<file path="config.mk">
export PLATFORM = sky130hd
export DESIGN_NAME = multi_arbiter
export DESIGN_NICKNAME = d
export VERILOG_FILES = /design/src/rtl/multi_arbiter.sv
export SDC_FILE = /design/constraint.sdc
export NUM_CORES = 1
export LEC_CHECK = 0
export BUFFER_PORTS_ARGS = -buffer_cell sky130_fd_sc_hd__buf_4
export CAP_MARGIN = 20
export CORE_AREA = 10 10 172 174
export CTS_CLUSTER_DIAMETER = 100
export CTS_CLUSTER_SIZE = 30
export DETAILED_ROUTE_END_ITERATION = 16
export DIE_AREA = 0 0 182 184
export PLACE_DENSITY = 0.69
export SLEW_MARGIN = 10
export SYNTH_ARGS = -nofsm -noshare
export SYNTH_HDL_FRONTEND = slang
export SYNTH_SLANG_ARGS = --single-unit
</file>
<file path="constraint.sdc">
create_clock -name i_clock -period 6.69 [get_ports i_clock]
set_input_delay 0 -clock i_clock [delete_from_list [all_inputs] [get_ports i_clock]]
set_output_delay 0 -clock i_clock [all_outputs]
set_load 0.05 [all_outputs]
</file>
<file path="src/rtl/multi_arbiter.sv">
// Round-robin scheduler sharing one fixed-latency signed multiplier among NREQ requesters.
// States: IDLE grants/accepts, RUN waits for mul_valid or timeout, GAP holds start low one cycle.
module multi_arbiter #(
  parameter int NREQ    = 4,
  parameter int TIMEOUT = 40
) (
  input  logic               i_clock,
  input  logic               i_reset,
  input  logic [NREQ-1:0]    i_req_valid,
  output logic [NREQ-1:0]    o_req_ready,
  input  logic [NREQ*32-1:0] i_req_mlier,
  input  logic [NREQ*32-1:0] i_req_mcand,
  output logic [NREQ-1:0]    o_rsp_valid,
  output logic [63:0]        o_rsp_prodt,
  output logic               o_rsp_err,
  output logic               o_mul_start,
  output logic [31:0]        o_mul_mlier,
  output logic [31:0]        o_mul_mcand,
  input  logic [63:0]        i_mul_prodt,
  input  logic               i_mul_valid,
  output logic               o_busy,
  output logic               o_timeout_flag
);

  localparam int IW = $clog2(NREQ);
  localparam logic [IW-1:0] PTR_RST  = IW'(NREQ - 1);
  localparam logic [7:0]    CNT_LAST = 8'(TIMEOUT - 1);

  typedef enum logic [1:0] {S_IDLE, S_RUN, S_GAP} state_t;

  state_t          r_state, w_state_nxt;
  logic [IW-1:0]   r_ptr, w_ptr_nxt;
  logic [IW-1:0]   r_gidx, w_gidx_nxt;
  logic [7:0]      r_cnt, w_cnt_nxt;
  logic            r_mul_start, w_mul_start_nxt;
  logic [31:0]     r_mul_mlier, w_mul_mlier_nxt;
  logic [31:0]     r_mul_mcand, w_mul_mcand_nxt;
  logic [NREQ-1:0] r_rsp_valid, w_rsp_valid_nxt;
  logic [63:0]     r_rsp_prodt, w_rsp_prodt_nxt;
  logic            r_rsp_err, w_rsp_err_nxt;
  logic            r_tflag, w_tflag_nxt;

  logic [NREQ-1:0] w_grant;
  logic [NREQ-1:0] w_gidx_oh;
  logic [IW-1:0]   w_gsel;
  logic [31:0]     w_sel_mlier;
  logic [31:0]     w_sel_mcand;
  logic            w_found;

  // Two-pass scan: indices above the pointer first, then wrap around to 0..pointer.
  always_comb begin
    w_grant     = '0;
    w_gsel      = '0;
    w_sel_mlier = '0;
    w_sel_mcand = '0;
    w_found     = 1'b0;
    for (int i = 0; i < NREQ; i++) begin
      if (!w_found && (i > int'(r_ptr)) && i_req_valid[i]) begin
        w_found     = 1'b1;
        w_gsel      = IW'(i);
        w_grant[i]  = 1'b1;
        w_sel_mlier = i_req_mlier[32*i +: 32];
        w_sel_mcand = i_req_mcand[32*i +: 32];
      end
    end
    for (int i = 0; i < NREQ; i++) begin
      if (!w_found && (i <= int'(r_ptr)) && i_req_valid[i]) begin
        w_found     = 1'b1;
        w_gsel      = IW'(i);
        w_grant[i]  = 1'b1;
        w_sel_mlier = i_req_mlier[32*i +: 32];
        w_sel_mcand = i_req_mcand[32*i +: 32];
      end
    end
  end

  assign w_gidx_oh   = {{(NREQ-1){1'b0}}, 1'b1} << r_gidx;
  assign o_req_ready = ((r_state == S_IDLE) && !i_reset) ? w_grant : '0;

  always_comb begin
    w_state_nxt     = r_state;
    w_ptr_nxt       = r_ptr;
    w_gidx_nxt      = r_gidx;
    w_cnt_nxt       = r_cnt;
    w_mul_start_nxt = r_mul_start;
    w_mul_mlier_nxt = r_mul_mlier;
    w_mul_mcand_nxt = r_mul_mcand;
    w_rsp_valid_nxt = '0;
    w_rsp_prodt_nxt = r_rsp_prodt;
    w_rsp_err_nxt   = 1'b0;
    w_tflag_nxt     = r_tflag;
    case (r_state)
      S_IDLE: begin
        if (w_found) begin
          w_mul_mlier_nxt = w_sel_mlier;
          w_mul_mcand_nxt = w_sel_mcand;
          w_gidx_nxt      = w_gsel;
          w_ptr_nxt       = w_gsel;
          w_mul_start_nxt = 1'b1;
          w_cnt_nxt       = '0;
          w_state_nxt     = S_RUN;
        end
      end
      S_RUN: begin
        // A valid on the last permitted edge still counts as a normal completion.
        if (i_mul_valid) begin
          w_rsp_prodt_nxt = i_mul_prodt;
          w_rsp_valid_nxt = w_gidx_oh;
          w_mul_start_nxt = 1'b0;
          w_state_nxt     = S_GAP;
        end else if (r_cnt == CNT_LAST) begin
          w_rsp_prodt_nxt = '0;
          w_rsp_valid_nxt = w_gidx_oh;
          w_rsp_err_nxt   = 1'b1;
          w_tflag_nxt     = 1'b1;
          w_mul_start_nxt = 1'b0;
          w_state_nxt     = S_GAP;
        end else begin
          w_cnt_nxt = r_cnt + 8'd1;
        end
      end
      S_GAP: begin
        w_state_nxt = S_IDLE;
      end
      default: begin
        w_state_nxt = S_IDLE;
      end
    endcase
  end

  always_ff @(posedge i_clock or posedge i_reset) begin
    if (i_reset) begin
      r_state     <= S_IDLE;
      r_ptr       <= PTR_RST;
      r_gidx      <= '0;
      r_cnt       <= '0;
      r_mul_start <= 1'b0;
      r_mul_mlier <= '0;
      r_mul_mcand <= '0;
      r_rsp_valid <= '0;
      r_rsp_prodt <= '0;
      r_rsp_err   <= 1'b0;
      r_tflag     <= 1'b0;
    end else begin
      r_state     <= w_state_nxt;
      r_ptr       <= w_ptr_nxt;
      r_gidx      <= w_gidx_nxt;
      r_cnt       <= w_cnt_nxt;
      r_mul_start <= w_mul_start_nxt;
      r_mul_mlier <= w_mul_mlier_nxt;
      r_mul_mcand <= w_mul_mcand_nxt;
      r_rsp_valid <= w_rsp_valid_nxt;
      r_rsp_prodt <= w_rsp_prodt_nxt;
      r_rsp_err   <= w_rsp_err_nxt;
      r_tflag     <= w_tflag_nxt;
    end
  end

  assign o_rsp_valid    = r_rsp_valid;
  assign o_rsp_prodt    = r_rsp_prodt;
  assign o_rsp_err      = r_rsp_err;
  assign o_mul_start    = r_mul_start;
  assign o_mul_mlier    = r_mul_mlier;
  assign o_mul_mcand    = r_mul_mcand;
  assign o_busy         = (r_state != S_IDLE);
  assign o_timeout_flag = r_tflag;

endmodule

</file>
==> metrics.txt <==
DRC 0; largest net degree at the start of global routing 89; prevailing post-synth register cell dfrtp_1; crit start category flop; clock root buffer clkbuf_16; post-synthesis average cell area ~8.9 um2; Worst-path clk slew 0.07 ns; Final Setup Violations 0; WP data arrival 4.44 ns; fin. max-slew vios 0; vias post-DR approximately 12000; final instance area approximately 0.015 mm2; first-pass GRT wire length between 70000 and 80000 um; vias in the first global route approximately 12000; io pins 467; GRT Util Overall 26.76%; clk sinks 149; row count 59; DIE WIDTH 182 um; Hold Vio Cnt, Final 0; Post-CTS Setup Bufs 0; Compound-Gate Fraction of Synth Area 34.90%; max-cap viol count 0; post-synthesis adder-cell area fraction 0.1379%; CTS Buf Count 17; Routed WL per cell 24.48 um; final WL 47870 um; Setup CP Type flop to flop; clock skew 0.01818 ns; Slew HR 29.45%; nets@finish 1932; Die H approximately 180 um; CP Max Fanout 88; layout cells sized above 1 33.46%; CTS HTree Levels 4; setup_tns 0 ns; VDD IR max between 300 and 400 uV; Layout area overhead 67.64%; RSZ-0062 raised after global routing false; CTS tree built; register bit count reported by yosys 149; core footprint 0.02591 mm2; aggregate global routing overflow 0; ANT nets after route 0; synth top area cells dfrtp_1 (41%), a22o_1 (7.1%), o221ai_1 (6.3%); sequential area share after synthesis 41.13%; vias per inst 5.968; CP Capture Type flop; area of the mapped netlist 0.009071 mm2; post-synth top area share 40.55%; Total Die Area 0.03349 mm2; Synth Instances 1021; Synth Area in XOR/XNOR 0.5793%; port bufs between 400 and 500; Routability Congestion 0.8868; initial antenna violation count 3; period utilization 61.12%; post-synthesis mux area share 0.1241%; number of DRC markers in iteration 0 1353; Yosys cell types 55; First-pass DRT Iterations 7; insertion delay to the later sink of the worst-skew pair 0.43 ns; Max clock buf depth 2; Tmin final approximately 4.1 ns; most frequent cell after synthesis nand2_1; ys async rst share 100.0%; Pwr Density between 400 and 500 mW/mm2; Final HPWL DP 31970 um; Synth top cells by count nand2_1 (149), dfrtp_1 (147), nand3_1 (81); Hold Path Class input pin to flop; largest family of logic cells by synthesized area compound AO/OA/AOI/OAI gates; fmax between 200 and 250 MHz; number of synthesized flops with an enable pin 0; area leader, netlist dfrtp_1; placed inst area 0.01263 mm2; Post-Syn Nets 1349; Worst-Margin Slew 1.052 ns; Leakage Power 6.743 nW; simple-gate portion of the synthesized area 16.90%; Crit path required time 7.05 ns; status completed; Initial Utilization 35.01%; Yosys warnings 0; Final Util 58.69%
## metal layers
metal	vias to the layer above	global-route usage, %	share of wire, %
met3	132	8.386	11
met4	0	14.55	5.0
met2	861	42.39	46
met5	-	0	0
li1	5126	-	-
met1	5548	31.82	38
## cell type report
| cell class | instances | area, um2 |
|---|---|---|
| fillers | 2210 | 10700 |
| repair buffers | 675 | 5593 |
| multi-input cells | 754 | 4852 |
| flip-flops and latches | 149 | 3735 |
| clock buffers | 18 | 429.2 |
| well taps | 335 | 419.2 |
| clock inverters | 14 | 140.1 |
| inverters | 7 | 31.28 |
| diodes | 3 | 7.507 |
## power breakdown
part           switching (W)  internal [W]  leakage (nW)
combinational        0.00286       0.00180          4.63
clock               0.000474      0.000494         0.271
sequential          0.000372       0.00133          1.84
total                0.00371       0.00362          6.74
## kinds of logic (layout without fill, tap and decap cells)
family	Yosys count	count (layout)
compound gates	425	425
xor+xnor	6	6
fa+ha+maj	1	1
buf+inv	118	714
flops	149	149
mux	1	1
other cells	0	3
simple gates	321	321
## per-stage QoR
| stage | setup slack [ns] | power (W) | hold slack (ns) | cells |
|---|---|---|---|---|
| 2_1_floorplan | 2.192 | 0.004417 | 0.07908 | 1021 |
| 3_3_place_gp | 2.721 | 0.005728 | 0.004832 | 1723 |
| 3_5_place_dp | 2.589 | 0.005787 | 0.007328 | 1723 |
| 4_1_cts | 2.039 | 0.007254 | 0.07698 | 1949 |
| 5_1_grt | 2.435 | 0.007685 | 0.1240 | 1954 |
| 6_report | 2.601 | 0.007330 | 0.09106 | 1955 |
## sequential cells by signal, indices dropped and copies added, names as in the netlist
name            count
r_ptr               2
o_rsp_prodt        64
o_timeout_flag      1
o_mul_start         1
r_cnt               8
o_mul_mcand        32
o_rsp_valid         4
o_rsp_err           1
o_mul_mlier        32
r_state             2
r_gidx              2
## cells in the final DEF, fill, tap and decap left out, types with 12 or more instances in the layout
cell	instances
dlygate4sd3_1	194
a21o_1	14
o221ai_1	65
dfrtp_1	147
clkbuf_16	17
o21ai_0	33
buf_4	478
nand3_1	80
nand2_1	149
or3_1	12
and3_1	13
a21oi_1	70
nor2_1	27
a22o_1	74
a211oi_1	57
a32oi_1	25
a22oi_1	20
## critical path: stages, from the launching register on
cell and delay (ns):
dfstp_4 1.20, nand3_4 0.98, nand2_1 0.63, buf_8 0.26, a211oi_1 0.09, a32oi_1 0.24
dlygate4sd3_1 0.59
## worst paths after layout
kind                                     start  depth (start not counted)  slack, ns               to
worst max register to register        r_ptr[1]                          6       2.60  o_mul_mlier[25]
worst max-delay path                  r_ptr[1]                          6       2.60  o_mul_mlier[25]
max in group asynchronous              i_reset                          5       4.56  o_mul_mcand[14]
worst min register to register  o_timeout_flag                          1       0.47   o_timeout_flag
min in group asynchronous              i_reset                          3       0.11  o_mul_mcand[17]
worst min-delay path            i_req_valid[0]                          5       0.09         r_ptr[0]
## repair_timing
action / 4_1_cts / 5_1_grt
resized for setup: 0 / 0
endpoints found under the hold margin: 158 / 0
hold buffers: 194 / 0
(Power assumes the default switching activity.)
